## config.mk

```make
export PLATFORM = sky130hd
export DESIGN_NAME = period_meter_flat
export DESIGN_NICKNAME = d
export VERILOG_FILES = /design/src/rtl/period_meter_if.sv /design/src/rtl/period_meter.sv /design/src/flat_wrapper.sv
export SDC_FILE = /design/constraint.sdc
export NUM_CORES = 1
export LEC_CHECK = 0
export BUFFER_PORTS_ARGS = -buffer_cell sky130_fd_sc_hd__buf_4
export CAP_MARGIN = 20
export CELL_PAD_IN_SITES_DETAIL_PLACEMENT = 0
export CELL_PAD_IN_SITES_GLOBAL_PLACEMENT = 1
export CORE_MARGIN = 4
export CORE_UTILIZATION = 44
export CTS_CLUSTER_DIAMETER = 200
export CTS_CLUSTER_SIZE = 8
export DETAILED_ROUTE_END_ITERATION = 12
export PLACE_DENSITY = 0.81
export SLEW_MARGIN = 10
export SYNTH_ARGS = -nofsm -noshare
export SYNTH_HDL_FRONTEND = slang
export SYNTH_SLANG_ARGS = --single-unit
```

## constraint.sdc

```tcl
create_clock -name clk -period 2.9 [get_ports clk]
set_clock_uncertainty 0.15 [all_clocks]
set_input_delay 0.435 -clock clk [delete_from_list [all_inputs] [get_ports clk]]
set_output_delay 0.435 -clock clk [all_outputs]
set_load 0.05 [all_outputs]
```

## src/rtl/period_meter_if.sv

```systemverilog
// rtl/period_meter_if.sv - signal bundle between period_meter and its user
//
// Purpose: groups the divided-clock input, the enable and the measurement
// results of period_meter into one interface.
// Signals:
//   div_in       - divided clock, asynchronous to the system clock
//   enable       - synchronous measurement enable
//   period       - last completed period, in system clock cycles
//   period_valid - one-cycle pulse marking a new period value
//   timeout      - sticky: no rising edge within 2^CNT_W-1 cycles
//   busy         - high while a measurement is running
// Modports: master drives div_in/enable, slave (the meter) drives the rest.
interface period_meter_if #(
  parameter int CNT_W = 24
);
  logic             div_in;
  logic             enable;
  logic [CNT_W-1:0] period;
  logic             period_valid;
  logic             timeout;
  logic             busy;

  modport master (
    output div_in,
    output enable,
    input  period,
    input  period_valid,
    input  timeout,
    input  busy
  );

  modport slave (
    input  div_in,
    input  enable,
    output period,
    output period_valid,
    output timeout,
    output busy
  );
endinterface

```

## src/rtl/period_meter.sv

```systemverilog
// rtl/period_meter.sv - measures the period of a divided clock in clk cycles
//
// Purpose: synchronises div_in, detects its rising edges and counts clk
// cycles between consecutive edges. The first edge after arming only starts
// the count; every later edge publishes the count and restarts it.
// Ports:
//   clk   - system clock, all state changes on its rising edge
//   reset - asynchronous active-high reset
//   pm    - period_meter_if.slave: div_in/enable in, period, period_valid,
//           timeout and busy out (all registered)
module period_meter #(
  parameter int CNT_W = 24
) (
  input  logic           clk,
  input  logic           reset,
  period_meter_if.slave  pm
);

  typedef enum logic [1:0] {
    IDLE    = 2'd0,
    ARM     = 2'd1,
    MEASURE = 2'd2
  } state_t;

  localparam logic [CNT_W-1:0] CNT_MAX = '1;
  localparam logic [CNT_W-1:0] CNT_ONE = {{(CNT_W-1){1'b0}}, 1'b1};
  localparam logic [CNT_W-1:0] CNT_ZERO = '0;

  state_t           state_q, state_d;
  logic [CNT_W-1:0] cnt_q, cnt_d;
  logic [CNT_W-1:0] period_q, period_d;
  logic             valid_q, valid_d;
  logic             timeout_q, timeout_d;
  logic             busy_q, busy_d;
  logic             s1_q, s1_d;
  logic             s2_q, s2_d;
  logic             s3_q, s3_d;
  logic             rise;

  // The synchroniser chain runs independently of enable, so s3 always
  // tracks s2 and re-enabling cannot manufacture a stale edge.
  always_comb begin
    s1_d = pm.div_in;
    s2_d = s1_q;
    s3_d = s2_q;
  end

  assign rise = s2_q & ~s3_q;

  always_comb begin
    state_d   = state_q;
    cnt_d     = cnt_q;
    period_d  = period_q;
    valid_d   = 1'b0;
    timeout_d = timeout_q;

    if (!pm.enable) begin
      // Disable wins over any edge or timeout in the same cycle.
      state_d = IDLE;
      cnt_d   = CNT_ZERO;
    end else begin
      unique case (state_q)
        IDLE: begin
          cnt_d   = CNT_ZERO;
          state_d = ARM;
        end
        ARM: begin
          if (rise) begin
            cnt_d   = CNT_ONE;
            state_d = MEASURE;
          end
        end
        MEASURE: begin
          if (rise) begin
            // An edge at the terminal count is still a valid measurement.
            period_d  = cnt_q;
            valid_d   = 1'b1;
            timeout_d = 1'b0;
            cnt_d     = CNT_ONE;
          end else if (cnt_q == CNT_MAX) begin
            timeout_d = 1'b1;
            cnt_d     = CNT_ZERO;
            state_d   = ARM;
          end else begin
            cnt_d = cnt_q + CNT_ONE;
          end
        end
        default: begin
          state_d = IDLE;
          cnt_d   = CNT_ZERO;
        end
      endcase
    end

    busy_d = (state_d == MEASURE);
  end

  always_ff @(posedge clk or posedge reset) begin
    if (reset) begin
      state_q   <= IDLE;
      cnt_q     <= CNT_ZERO;
      period_q  <= CNT_ZERO;
      valid_q   <= 1'b0;
      timeout_q <= 1'b0;
      busy_q    <= 1'b0;
      s1_q      <= 1'b0;
      s2_q      <= 1'b0;
      s3_q      <= 1'b0;
    end else begin
      state_q   <= state_d;
      cnt_q     <= cnt_d;
      period_q  <= period_d;
      valid_q   <= valid_d;
      timeout_q <= timeout_d;
      busy_q    <= busy_d;
      s1_q      <= s1_d;
      s2_q      <= s2_d;
      s3_q      <= s3_d;
    end
  end

  assign pm.period       = period_q;
  assign pm.period_valid = valid_q;
  assign pm.timeout      = timeout_q;
  assign pm.busy         = busy_q;

endmodule

```

## src/flat_wrapper.sv

```systemverilog
// flat-port wrapper written by rule: the top's interface ports become plain ports
module period_meter_flat 
#(
  parameter int CNT_W = 24
)
  (clk, reset, pm_div_in, pm_enable, pm_period, pm_period_valid, pm_timeout, pm_busy);
  period_meter_if #(.CNT_W(CNT_W)) pm_i ();
  input  logic clk;
  input  logic reset;
  input wire logic [$bits(pm_i.div_in)-1:0] pm_div_in;
  input wire logic [$bits(pm_i.enable)-1:0] pm_enable;
  output wire logic [$bits(pm_i.period)-1:0] pm_period;
  output wire logic [$bits(pm_i.period_valid)-1:0] pm_period_valid;
  output wire logic [$bits(pm_i.timeout)-1:0] pm_timeout;
  output wire logic [$bits(pm_i.busy)-1:0] pm_busy;
  assign pm_i.div_in = pm_div_in;
  assign pm_i.enable = pm_enable;
  assign pm_period = pm_i.period;
  assign pm_period_valid = pm_i.period_valid;
  assign pm_timeout = pm_i.timeout;
  assign pm_busy = pm_i.busy;
  period_meter #(.CNT_W(CNT_W)) u_core (.clk(clk), .reset(reset), .pm(pm_i));
endmodule
```

==> impl_metrics.csv, run 1 <==
group,metric,value,unit
place,dpl_cell_area,2900,um2
clock_tree,numCtsBuffers,5,
drt,via_per_inst,5.16,
final_layout,layout-drive-gt1-share,0.165,
global_route,grt_antenna_before_repair,0,
logic_synthesis,synth_seq_cells,56,
logic_synthesis,syn-instance-count,280,
setup_path,critPathLaunchType,"flop",
final_layout,fillCellCount,539,
logic_synthesis,ys_types,38,
setup_path,cp-end-kind,"flop",
place,port_buffers,30,
setup_path,cp.arrival,2440,ps
final_layout,multi_input_area,1140,um2
setup_path,crit_type,"flop to flop",
worst_hold_path,min_path_type,"input pin to flop",
drt,wirelength,5260,um
logic_synthesis,yosys_warnings,0,
drt,first_iter_violations,73,
final_layout,syn_to_final_growth,14.1,%
logic_synthesis,syn_area,2620,um2
floorplan,fp.dieArea,7250,um2
drt,drc_errors,0,
final_layout,fin_cells,382,
drt,firstDrtPassIters,4,
job,cap_violations,0,
pwr,power.density,426,nW/um2
clock_tree,cts_hold_buf,0,
setup_path,crit_fanout,10,
global_route,track_usage,0.159,
clock_tree,clockBufferDepth,2,
global_route,grt_max_degree,57,
clock_tree,clk_pin_slew_worst_paths,100,ps
timing,max_freq,424,MHz
pwr,vdd_drop_max,0.202,mV
drt,ant_nets,0,
global_route,grt_pass1_wl,9360,um
setup_path,cp_cell_sequence,"inv_1 -> ha_1 -> nand2_1 -> or4b_1 -> a21oi_2 -> a31oi_1 -> a31oi_1",
global_route,grt_pass1_vias,2011,
place,place_inst,374,
pwr,finalPower,0.00127,W
timing,drv_slew,0,
place,dpl.hpwl,3460,um
drt,detailroute.via_count,1971,
timing,maxSlewHeadroom,0.532,
timing,finalSetupTns,0,ps
timing,setup_viol,0,
logic_synthesis,async_reset_ff_frac,1.00,
setup_path,worst_path_largest_cell_delay,500,ps
floorplan,io_pins,31,
timing,rsz0062_at_grt,"no",
timing,finalCriticalPeriod,2360,ps
logic_synthesis,synthesis.nets,289,
setup_path,cp_common_cell,"a31oi_1",
clock_tree,ctsRootBufferMaster,"clkbuf_8",
logic_synthesis,avgSynthCellArea,9.35,um2
final_layout,postLayoutCoreUtil,0.530,
global_route,grt-ovfl-total,0,
clock_tree,cts_max_level,2,
clock_tree,cts_resized,0,
clock_tree,clk-insertion-delay-late,310,ps
timing,finalHoldViolCount,0,
timing,period_share,0.813,
floorplan,die_w,85.1,um
floorplan,num_rows,27,
final_layout,fin_nets,318,
drt,wl_per_cell,13.8,um
floorplan,die_h,85.1,um
final_layout,fin_area,2990,um2
final_layout,regArea,1400,um2
logic_synthesis,synth_edf_count,0,
timing,worst_pin_slew,701,ps
setup_path,worstPathRequired,2980,ps
floorplan,start_util,0.464,
clock_tree,cts_setup_buffers,0,
clock_tree,cts_tree,"yes",
setup_path,path_buf_inv,1,
clock_tree,cts_sinks,56,
pwr,p_leak,1.49,nW
place,gp_congestion,0.838,
setup_path,cp_top_family,"compound AO/OA/AOI/OAI gates",
logic_synthesis,synth-seq-area-share,0.535,
floorplan,core-area,5640,um2
final_layout,diodes,0,
setup_path,cp_slowest_cell,"or4b_1",
run_status,status,"complete, no violations",
logic_synthesis,synth_ff_type,"dfrtp_1",
## metal layers
| metal | vias up | GRT usage | part of all wire |
|---|---|---|---|
| met4 | 0 | 0.0590 | 0.014 |
| li1 | 1003 | - | - |
| met1 | 937 | 0.212 | 0.48 |
| met2 | 25 | 0.255 | 0.47 |
| met3 | 6 | 0.0350 | 0.030 |
| met5 | - | 0 | 0 |
## logic make-up after synthesis
logic type,synth area share
simple gates,0.288
flops,0.535
compound gates,0.0688
buf+inv,0.0296
xor+xnor,0.0468
fa+ha+maj,0.0239
mux,0.00764
## per-stage QoR
step,setup slack (ps),hold WS (ps)
after global placement,669,184
after floorplan,835,181
after global routing,342,50.6
after detailed placement,579,196
final,541,69.6
after CTS,535,55.5
## area by class of cell
| cell class | count | area share |
|---|---|---|
| Clock buffer | 5 | 0.0230 |
| Tap cell | 72 | 0.0301 |
| Sequential cell | 56 | 0.469 |
| Inverter | 6 | 0.00753 |
| Timing Repair Buffer | 33 | 0.0829 |
| Multi-Input combinational cell | 207 | 0.381 |
| Clock inverter | 3 | 0.00628 |
## sequential cells by signal (all words and copies together), names as in the netlist
signal                  flops
u_core.pm.busy              1
u_core.pm.period           24
u_core.s3_q                 1
u_core.cnt_q               24
u_core.s2_q                 1
u_core.s1_q                 1
u_core.pm.period_valid      1
u_core.state_q              2
u_core.pm.timeout           1
## path summary, 6_finish.rpt
kind                                               endpoint  cells past startpoint                        start  slack (ps)
min reg2reg                           u_core.s2_q$_DFF_PP0_                      0        u_core.s1_q$_DFF_PP0_         210
max                            u_core.cnt_q[23]$_DFFE_PP0P_                      7  u_core.state_q[0]$_DFF_PP0_         540
min                                   u_core.s1_q$_DFF_PP0_                      1                    pm_div_in          70
max in group asynchronous      u_core.cnt_q[20]$_DFFE_PP0P_                      3                        reset        1970
max reg2reg                    u_core.cnt_q[23]$_DFFE_PP0P_                      7  u_core.state_q[0]$_DFF_PP0_         540
min in group asynchronous  u_core.pm.period[14]$_DFFE_PP0P_                      3                        reset         160
## synthesized netlist by cell type, types with 2 or more instances
master / instances / area (um2)
nand2_1: 88 / 330
dfrtp_1: 56 / 1400
nor2_1: 19 / 71.3
nand3_1: 14 / 70.1
xor2_1: 14 / 123
nand4_1: 13 / 81.3
a31oi_1: 10 / 62.6
a21oi_1: 7 / 35.0
clkbuf_1: 7 / 26.3
and3_1: 5 / 31.3
ha_1: 5 / 62.6
inv_1: 5 / 18.8
nand2b_1: 3 / 18.8
o21ai_0: 3 / 15.0
a211oi_1: 2 / 15.0
a21oi_2: 2 / 17.5
and2_1: 2 / 12.5
buf_2: 2 / 10.0
mux2i_1: 2 / 20.0
nor3_1: 2 / 10.0
nor3_2: 2 / 20.0
## placed cells by master (no fill, tap or decap), types with 2 or more instances in the layout
cell,instances
dfrtp_1,56
a211oi_1,2
ha_1,5
o21ai_0,3
xor2_1,14
a21oi_2,2
mux2i_1,2
nor3_1,2
buf_4,33
and3_1,5
and2_1,2
nor2_1,19
inv_2,2
nor3_2,2
a21oi_1,7
nand3_1,14
clkbuf_8,5
clkinv_2,2
inv_1,4
a31oi_1,10
nand4_1,13
nand2_1,88
nand2b_1,3
## where the power goes
part | internal [W] | switching (W)
Clock | 0.000169 | 0.000261
Sequential | 0.000784 | 0.00000284
Combinational | 0.0000147 | 0.0000411
Note: power is estimated with default switching activity, not from simulation.
==> run 2: changes to the inputs <==
--- a/config.mk
+++ b/config.mk
@@ -5,16 +5,17 @@
 export SDC_FILE = /design/constraint.sdc
 export NUM_CORES = 1
 export LEC_CHECK = 0
+export ABC_AREA = 1
 export BUFFER_PORTS_ARGS = -buffer_cell sky130_fd_sc_hd__buf_4
 export CAP_MARGIN = 20
 export CELL_PAD_IN_SITES_DETAIL_PLACEMENT = 0
 export CELL_PAD_IN_SITES_GLOBAL_PLACEMENT = 1
 export CORE_MARGIN = 4
-export CORE_UTILIZATION = 44
+export CORE_UTILIZATION = 39
 export CTS_CLUSTER_DIAMETER = 200
 export CTS_CLUSTER_SIZE = 8
 export DETAILED_ROUTE_END_ITERATION = 12
-export PLACE_DENSITY = 0.81
+export PLACE_DENSITY = 0.78
 export SLEW_MARGIN = 10
 export SYNTH_ARGS = -nofsm -noshare
 export SYNTH_HDL_FRONTEND = slang
==> constraint.sdc (replaced) <==
create_clock -name clk -period 2.11 [get_ports clk]
set_clock_uncertainty 0.15 [all_clocks]
set_input_delay 0.3165 -clock clk [delete_from_list [all_inputs] [get_ports clk]]
set_output_delay 0.3165 -clock clk [all_outputs]
set_load 0.05 [all_outputs]
==> run 2 against run 1 <==
  * Clock power grew 41%
  * Fmax grew 20%
  * Sequential share of layout area shrank 3.7 points
  * Register-to-register slack lost 400 ps
  * Core utilization shrank 5.5 points
  * Synthesized cell count grew 25%
  * Largest power group unchanged
==> impl_metrics.csv, run 2 <==
group,metric,value,unit
logic_synthesis,synth_ff_type,"dfrtp_1",
worst_hold_path,min_path_type,"flop to flop",
logic_synthesis,syn_area,2770,um2
setup_path,crit_start,"u_core.state_q[1]$_DFF_PP0_",
timing,worst_pin_slew,447,ps
final_layout,fillCellCount,717,
final_layout,fin_cells,485,
timing,setup_viol,0,
clock_tree,cts_sinks,56,
floorplan,start_util,0.405,
timing,finalSetupTns,0,ps
timing,period_share,0.932,
global_route,grt_antenna_before_repair,0,
timing,rsz0062_at_grt,"yes",
global_route,grt.busiest_layer,"met2",
drt,wirelength,6140,um
global_route,grt_pass1_wl,10800,um
setup_path,critPathLaunchType,"flop",
clock_tree,cts_max_level,2,
drt,ant_nets,0,
drt,detailroute.via_count,2259,
floorplan,die_w,92.3,um
logic_synthesis,synth_common_cells,"nand2_1 (96), dfrtp_1 (56), nor2_1 (43), inv_1 (42), o21ai_0 (30)",
logic_synthesis,syn-instance-count,350,
run_status,status,"complete, no violations",
place,place_inst,475,
logic_synthesis,synthesis.nets,359,
clock_tree,numCtsBuffers,5,
floorplan,fp.dieArea,8520,um2
place,gp_congestion,0.865,
floorplan,core-area,6830,um2
logic_synthesis,synth-seq-area-share,0.506,
final_layout,fin_area,3250,um2
worst_hold_path,worst_hold_startpoint,"u_core.s1_q$_DFF_PP0_",
logic_synthesis,avgSynthCellArea,7.91,um2
final_layout,layout-drive-gt1-share,0.175,
setup_path,cp-end-kind,"flop",
place,place_ws,200,ps
clock_tree,clk_pin_slew_worst_paths,100,ps
final_layout,mostFrequentLayoutCells,"nand2_1 (96), dfrtp_1 (56), nor2_1 (43)",
pwr,finalPower,0.00180,W
logic_synthesis,async_reset_ff_frac,1.00,
global_route,track_usage,0.157,
logic_synthesis,ys_types,22,
logic_synthesis,synth_area_leaders,"dfrtp_1 (51%), nand2_1 (13%), nor2_1 (5.8%)",
global_route,grt_pass1_vias,2289,
clock_tree,clockBufferDepth,2,
logic_synthesis,yosys_warnings,0,
pwr,p_leak,1.50,nW
place,port_buffers,30,
timing,finalHoldViolCount,0,
global_route,use_met3,0.0304,
timing,drv_slew,0,
clock_tree,cts_tree,"yes",
timing,finalCriticalPeriod,1970,ps
drt,first_iter_violations,165,
logic_synthesis,synth_seq_cells,56,
floorplan,die_h,92.3,um
clock_tree,cts_setup_buffers,0,
drt,firstDrtPassIters,4,
logic_synthesis,yosysTopAreaCellShare,0.506,
drt,via_per_inst,4.66,
logic_synthesis,synth_top_area_cell,"dfrtp_1",
final_layout,final_common_cell,"nand2_1",
final_layout,syn_to_final_growth,17.2,%
job,cap_violations,0,
setup_path,reg2reg_from,"u_core.state_q[1]$_DFF_PP0_",
final_layout,fin_nets,397,
global_route,grtUsageMet1,0.223,
timing,post-route-worst-setup-slack,143,ps
clock_tree,ctsRootBufferMaster,"clkbuf_8",
setup_path,crit_fanout,17,
setup_path,cp.arrival,2060,ps
pwr,vdd_drop_max,0.260,mV
global_route,grt-ovfl-total,0,
floorplan,num_rows,30,
place,dpl.hpwl,4490,um
logic_synthesis,yosysMostFrequentCell,"nand2_1",
setup_path,crit_type,"flop to flop",
place,dpl_cell_area,3130,um2
timing,maxSlewHeadroom,0.702,
global_route,grt_max_degree,38,
drt,drc_errors,0,
timing,max_freq,508,MHz
final_layout,diodes,0,
pwr,power.density,555,nW/um2
floorplan,io_pins,31,
drt,wl_per_cell,12.7,um
global_route,grtUsageMet2,0.243,
setup_path,worstPathRequired,2210,ps
clock_tree,clk-insertion-delay-late,310,ps
logic_synthesis,synth_edf_count,0,
run 2: cell types whose count changed in the layout (fill, tap and decap cells not counted), moves of 7 or more:
cell / delta
o21ai_0: +27
xor2_1: -10
nand3_1: +8
inv_1: +37
a31oi_1: -10
nor2_1: +24
nor2_2: +7
nand2_1: +8
run 2: logic make-up (layout without fill, tap and decap cells):
family,after synthesis,in the layout,share of synthesized area
AO/OA/AOI/OAI,36,36,0.0664
XOR/XNOR,4,4,0.0126
adder cells (fa/ha/maj),5,5,0.0226
buffers and inverters,54,93,0.0817
flip-flops,56,56,0.506
AND/OR/NAND/NOR,195,195,0.311
run 2: worst max-delay path: stages (launching register included):
cell,delay [ps]
dfrtp_1,420
inv_1,80
ha_1,230
nand2_1,100
nor2_2,70
inv_2,280
nand4_1,210
o21ai_0,210
nand2_1,70
nor2_1,80
run 2: power by group:
part / switching (W) / internal (W) / leakage (nW) / total (W)
registers: 0.00000493 / 0.00108 / 0.774 / 0.00108
logic: 0.0000763 / 0.0000305 / 0.675 / 0.000107
clock network: 0.000345 / 0.000263 / 0.0510 / 0.000609
total: 0.000427 / 0.00137 / 1.50 / 0.00180
run 2: stage by stage:
| stage | utilization | hold slack, ps |
|---|---|---|
| 2_1_floorplan | - | 181 |
| 3_3_place_gp | 0.458 | 196 |
| 3_5_place_dp | 0.458 | 191 |
| 4_1_cts | 0.474 | 210 |
| 5_1_grt | 0.475 | 231 |
| 6_report | 0.475 | 217 |
run 2: repair_timing:
action,in CTS,in global routing
hold endpoints to repair,20,0
endpoints found under the setup margin,0,2
hold buffers,2,0
gates resized for setup,0,1
run 2: path summary, 6_finish.rpt:
| kind | endpoint | slack (ps) | cells after the start |
|---|---|---|---|
| hold / removal | u_core.s2_q$_DFF_PP0_ | 220 | 0 |
| min in group asynchronous | u_core.pm.period[7]$_DFFE_PP0P_ | 420 | 3 |
| hold reg to reg | u_core.s2_q$_DFF_PP0_ | 220 | 0 |
| max in group asynchronous | u_core.cnt_q[17]$_DFFE_PP0P_ | 840 | 4 |
| setup / recovery | u_core.cnt_q[14]$_DFFE_PP0P_ | 140 | 9 |
| setup reg to reg | u_core.cnt_q[14]$_DFFE_PP0P_ | 140 | 9 |
run 2: cell type report:
type | count | area, um2 | share of cell area
Inverter | 47 | 181 | 0.0559
Multi-Input combinational cell | 240 | 1150 | 0.354
Clock buffer | 6 | 82.6 | 0.0254
Timing Repair Buffer | 38 | 303 | 0.0933
Tap cell | 96 | 120 | 0.0370
Sequential cell | 56 | 1400 | 0.432
Clock inverter | 2 | 10.0 | 0.00308
run 2: layer usage:
layer / share of wire / up-vias / wire length (um)
met1: 0.50 / 1043 / 3080
met5: 0 / - / 0
li1: - / 1168 / -
met4: 0.0099 / 0 / 61
met2: 0.45 / 42 / 2790
met3: 0.034 / 6 / 206
==> run 3: changes to the inputs <==
--- a/config.mk
+++ b/config.mk
@@ -10,7 +10,6 @@
 export CAP_MARGIN = 20
 export CELL_PAD_IN_SITES_DETAIL_PLACEMENT = 0
 export CELL_PAD_IN_SITES_GLOBAL_PLACEMENT = 1
-export CORE_MARGIN = 4
 export CORE_UTILIZATION = 39
 export CTS_CLUSTER_DIAMETER = 200
 export CTS_CLUSTER_SIZE = 8
==> run 3 against run 2 <==
  * First-iteration DRC count down 28%
  * Clock power is 14% higher
  * Core utilization grew 0.33 points
  * Largest cell class unchanged
  * Sequential share of layout area shrank 0.30 points
  * Power rose by 4.7%
  * Critical endpoint is now u_core.cnt_q[7]$_DFFE_PP0P_
  * Sequential power about the same
  * Non-clock buffer count rose by 1
  * Critical path type unchanged
  * Worst setup slack better by 26 ps
==> impl_metrics.csv, run 3 (same netlist as run 2, synthesis figures left out) <==
group,metric,value,unit
final_layout,fin_nets,398,
global_route,grt-ovfl-total,0,
setup_path,cp-end-kind,"flop",
setup_path,cp.arrival,1990,ps
drt,ant_nets,0,
place,gp_congestion,0.872,
setup_path,r2r_cells,8,
job,cap_violations,0,
pwr,vdd_drop_max,0.259,mV
setup_path,cp_cell_sequence,"inv_1 -> ha_1 -> nand2_1 -> nor2_4 -> nor2_1 -> nand3_1 -> o21ai_0 -> nor2_1",
timing,max_freq,515,MHz
timing,worst_pin_slew,386,ps
timing,period_share,0.920,
timing,finalHoldViolCount,0,
timing,finalCriticalPeriod,1940,ps
drt,wirelength,6020,um
floorplan,core-area,6830,um2
clock_tree,clockBufferDepth,2,
place,place_inst,476,
clock_tree,cts_setup_buffers,0,
floorplan,fp.dieArea,7440,um2
setup_path,crit_type,"flop to flop",
pwr,power.density,577,nW/um2
setup_path,r2r-end,"u_core.cnt_q[7]$_DFFE_PP0P_",
setup_path,cp_common_cell,"nor2_1",
clock_tree,cts_max_level,2,
setup_path,reg2reg_from,"u_core.state_q[1]$_DFF_PP0_",
global_route,grt_antenna_before_repair,0,
clock_tree,ctsRootBufferMaster,"clkbuf_8",
setup_path,crit_start,"u_core.state_q[1]$_DFF_PP0_",
clock_tree,clk-insertion-delay-late,310,ps
timing,drv_slew,0,
final_layout,fillCellCount,722,
global_route,grt_max_degree,57,
floorplan,start_util,0.405,
final_layout,regArea,1400,um2
drt,wl_per_cell,12.4,um
timing,finalSetupTns,0,ps
final_layout,final_common_cell,"nand2_1",
clock_tree,clk_pin_slew_worst_paths,90,ps
final_layout,diodes,0,
setup_path,cp_slowest_cell,"dfrtp_1",
clock_tree,cts_tree,"yes",
setup_path,endpoint,"u_core.cnt_q[7]$_DFFE_PP0P_",
global_route,grt_pass1_vias,2118,
setup_path,critPathLaunchType,"flop",
floorplan,io_pins,31,
floorplan,die_h,86.3,um
clock_tree,numCtsBuffers,5,
setup_path,ff2ff_setup_slack,170,ps
setup_path,worst_path_largest_cell_delay,420,ps
drt,first_iter_violations,118,
global_route,grt_pass1_wl,10300,um
drt,via_per_inst,4.64,
final_layout,layout-drive-gt1-share,0.172,
worst_hold_path,min_path_type,"flop to flop",
global_route,track_usage,0.181,
final_layout,syn_to_final_growth,18.0,%
final_layout,multi_input_area,1150,um2
place,port_buffers,30,
pwr,finalPower,0.00188,W
drt,detailroute.via_count,2257,
final_layout,fin_cells,486,
timing,rsz0062_at_grt,"no",
pwr,p_leak,1.51,nW
timing,maxSlewHeadroom,0.741,
place,dpl.hpwl,4390,um
clock_tree,cts_sinks,56,
setup_path,crit_fanout,6,
drt,drc_errors,0,
run_status,status,"complete, no violations",
floorplan,die_w,86.3,um
final_layout,mostFrequentLayoutCells,"nand2_1 (96), dfrtp_1 (56), nor2_1 (43)",
timing,setup_viol,0,
floorplan,num_rows,30,
setup_path,worstPathRequired,2160,ps
drt,firstDrtPassIters,4,
[run 3: cell types whose count changed in the layout (fill, tap and decap cells not counted)]
cell       previous run  this run
buf_4                35        36
bufinv_16             0         1
clkbuf_1              0         1
clkbuf_8              6         5
clkinv_2              2         1
nor2_2                7         6
nor2_4                4         5
nor3_1                6         7
nor3_2                1         0
[run 3: critical path: cells and delay by family, from the launching register on]
kind / cells / cell delay, ps
AND/OR/NAND/NOR: 5 / 670
AO/OA/AOI/OAI: 1 / 270
flip-flops: 1 / 420
adder cells (fa/ha/maj): 1 / 230
buffers and inverters: 1 / 80
[run 3: worst min-delay path by stage]
stage | startpoint | to | slack [ps] | cells past startpoint
global placement | u_core.s1_q$_DFF_PP0_ | u_core.s2_q$_DFF_PP0_ | 190 | 0
floorplan | u_core.s1_q$_DFF_PP0_ | u_core.s2_q$_DFF_PP0_ | 180 | 0
finish | u_core.s1_q$_DFF_PP0_ | u_core.s2_q$_DFF_PP0_ | 210 | 0
global route | u_core.s1_q$_DFF_PP0_ | u_core.s2_q$_DFF_PP0_ | 220 | 0
detailed placement | u_core.s1_q$_DFF_PP0_ | u_core.s2_q$_DFF_PP0_ | 190 | 0
CTS | pm_enable | u_core.state_q[0]$_DFF_PP0_ | 200 | 5
[run 3: final cells by class]
class                           count  share of cell area
Multi-Input combinational cell    240               0.351
Clock buffer                        6              0.0222
Clock inverter                      2              0.0107
Tap cell                           96              0.0368
Inverter                           47              0.0555
Sequential cell                    56               0.429
Timing Repair Buffer               39              0.0949
[run 3: per-layer routing]
| metal | routed length, um | part of all wire | global-route usage | vias up |
|---|---|---|---|---|
| met5 | 0 | 0 | 0 | - |
| met4 | 112 | 0.019 | 0.0712 | 0 |
| met3 | 187 | 0.031 | 0.0343 | 10 |
| met2 | 2450 | 0.41 | 0.258 | 45 |
| met1 | 3270 | 0.54 | 0.270 | 1029 |
| li1 | - | - | - | 1173 |
[run 3: per-stage QoR]
stage	util	worst slack, ps	hold WS [ps]	cell area [um2]
global route	0.478	28.0	218	3270
CTS	0.478	75.8	201	3260
global placement	0.459	160	188	3140
finish	0.478	169	211	3270
floorplan	-	272	181	2770
detailed placement	0.459	98.3	192	3140
[run 3: what timing repair did]
item	4_1_cts	5_1_grt
resized for setup	0	1
hold endpoints to repair	57	0
setup endpoints to repair	0	3
hold buffers	2	0
[run 3: power breakdown]
part | total (W) | switching (W) | internal [W]
combinational | 0.000107 | 0.0000761 | 0.0000311
clock | 0.000693 | 0.000340 | 0.000353
sequential | 0.00108 | 0.00000490 | 0.00108
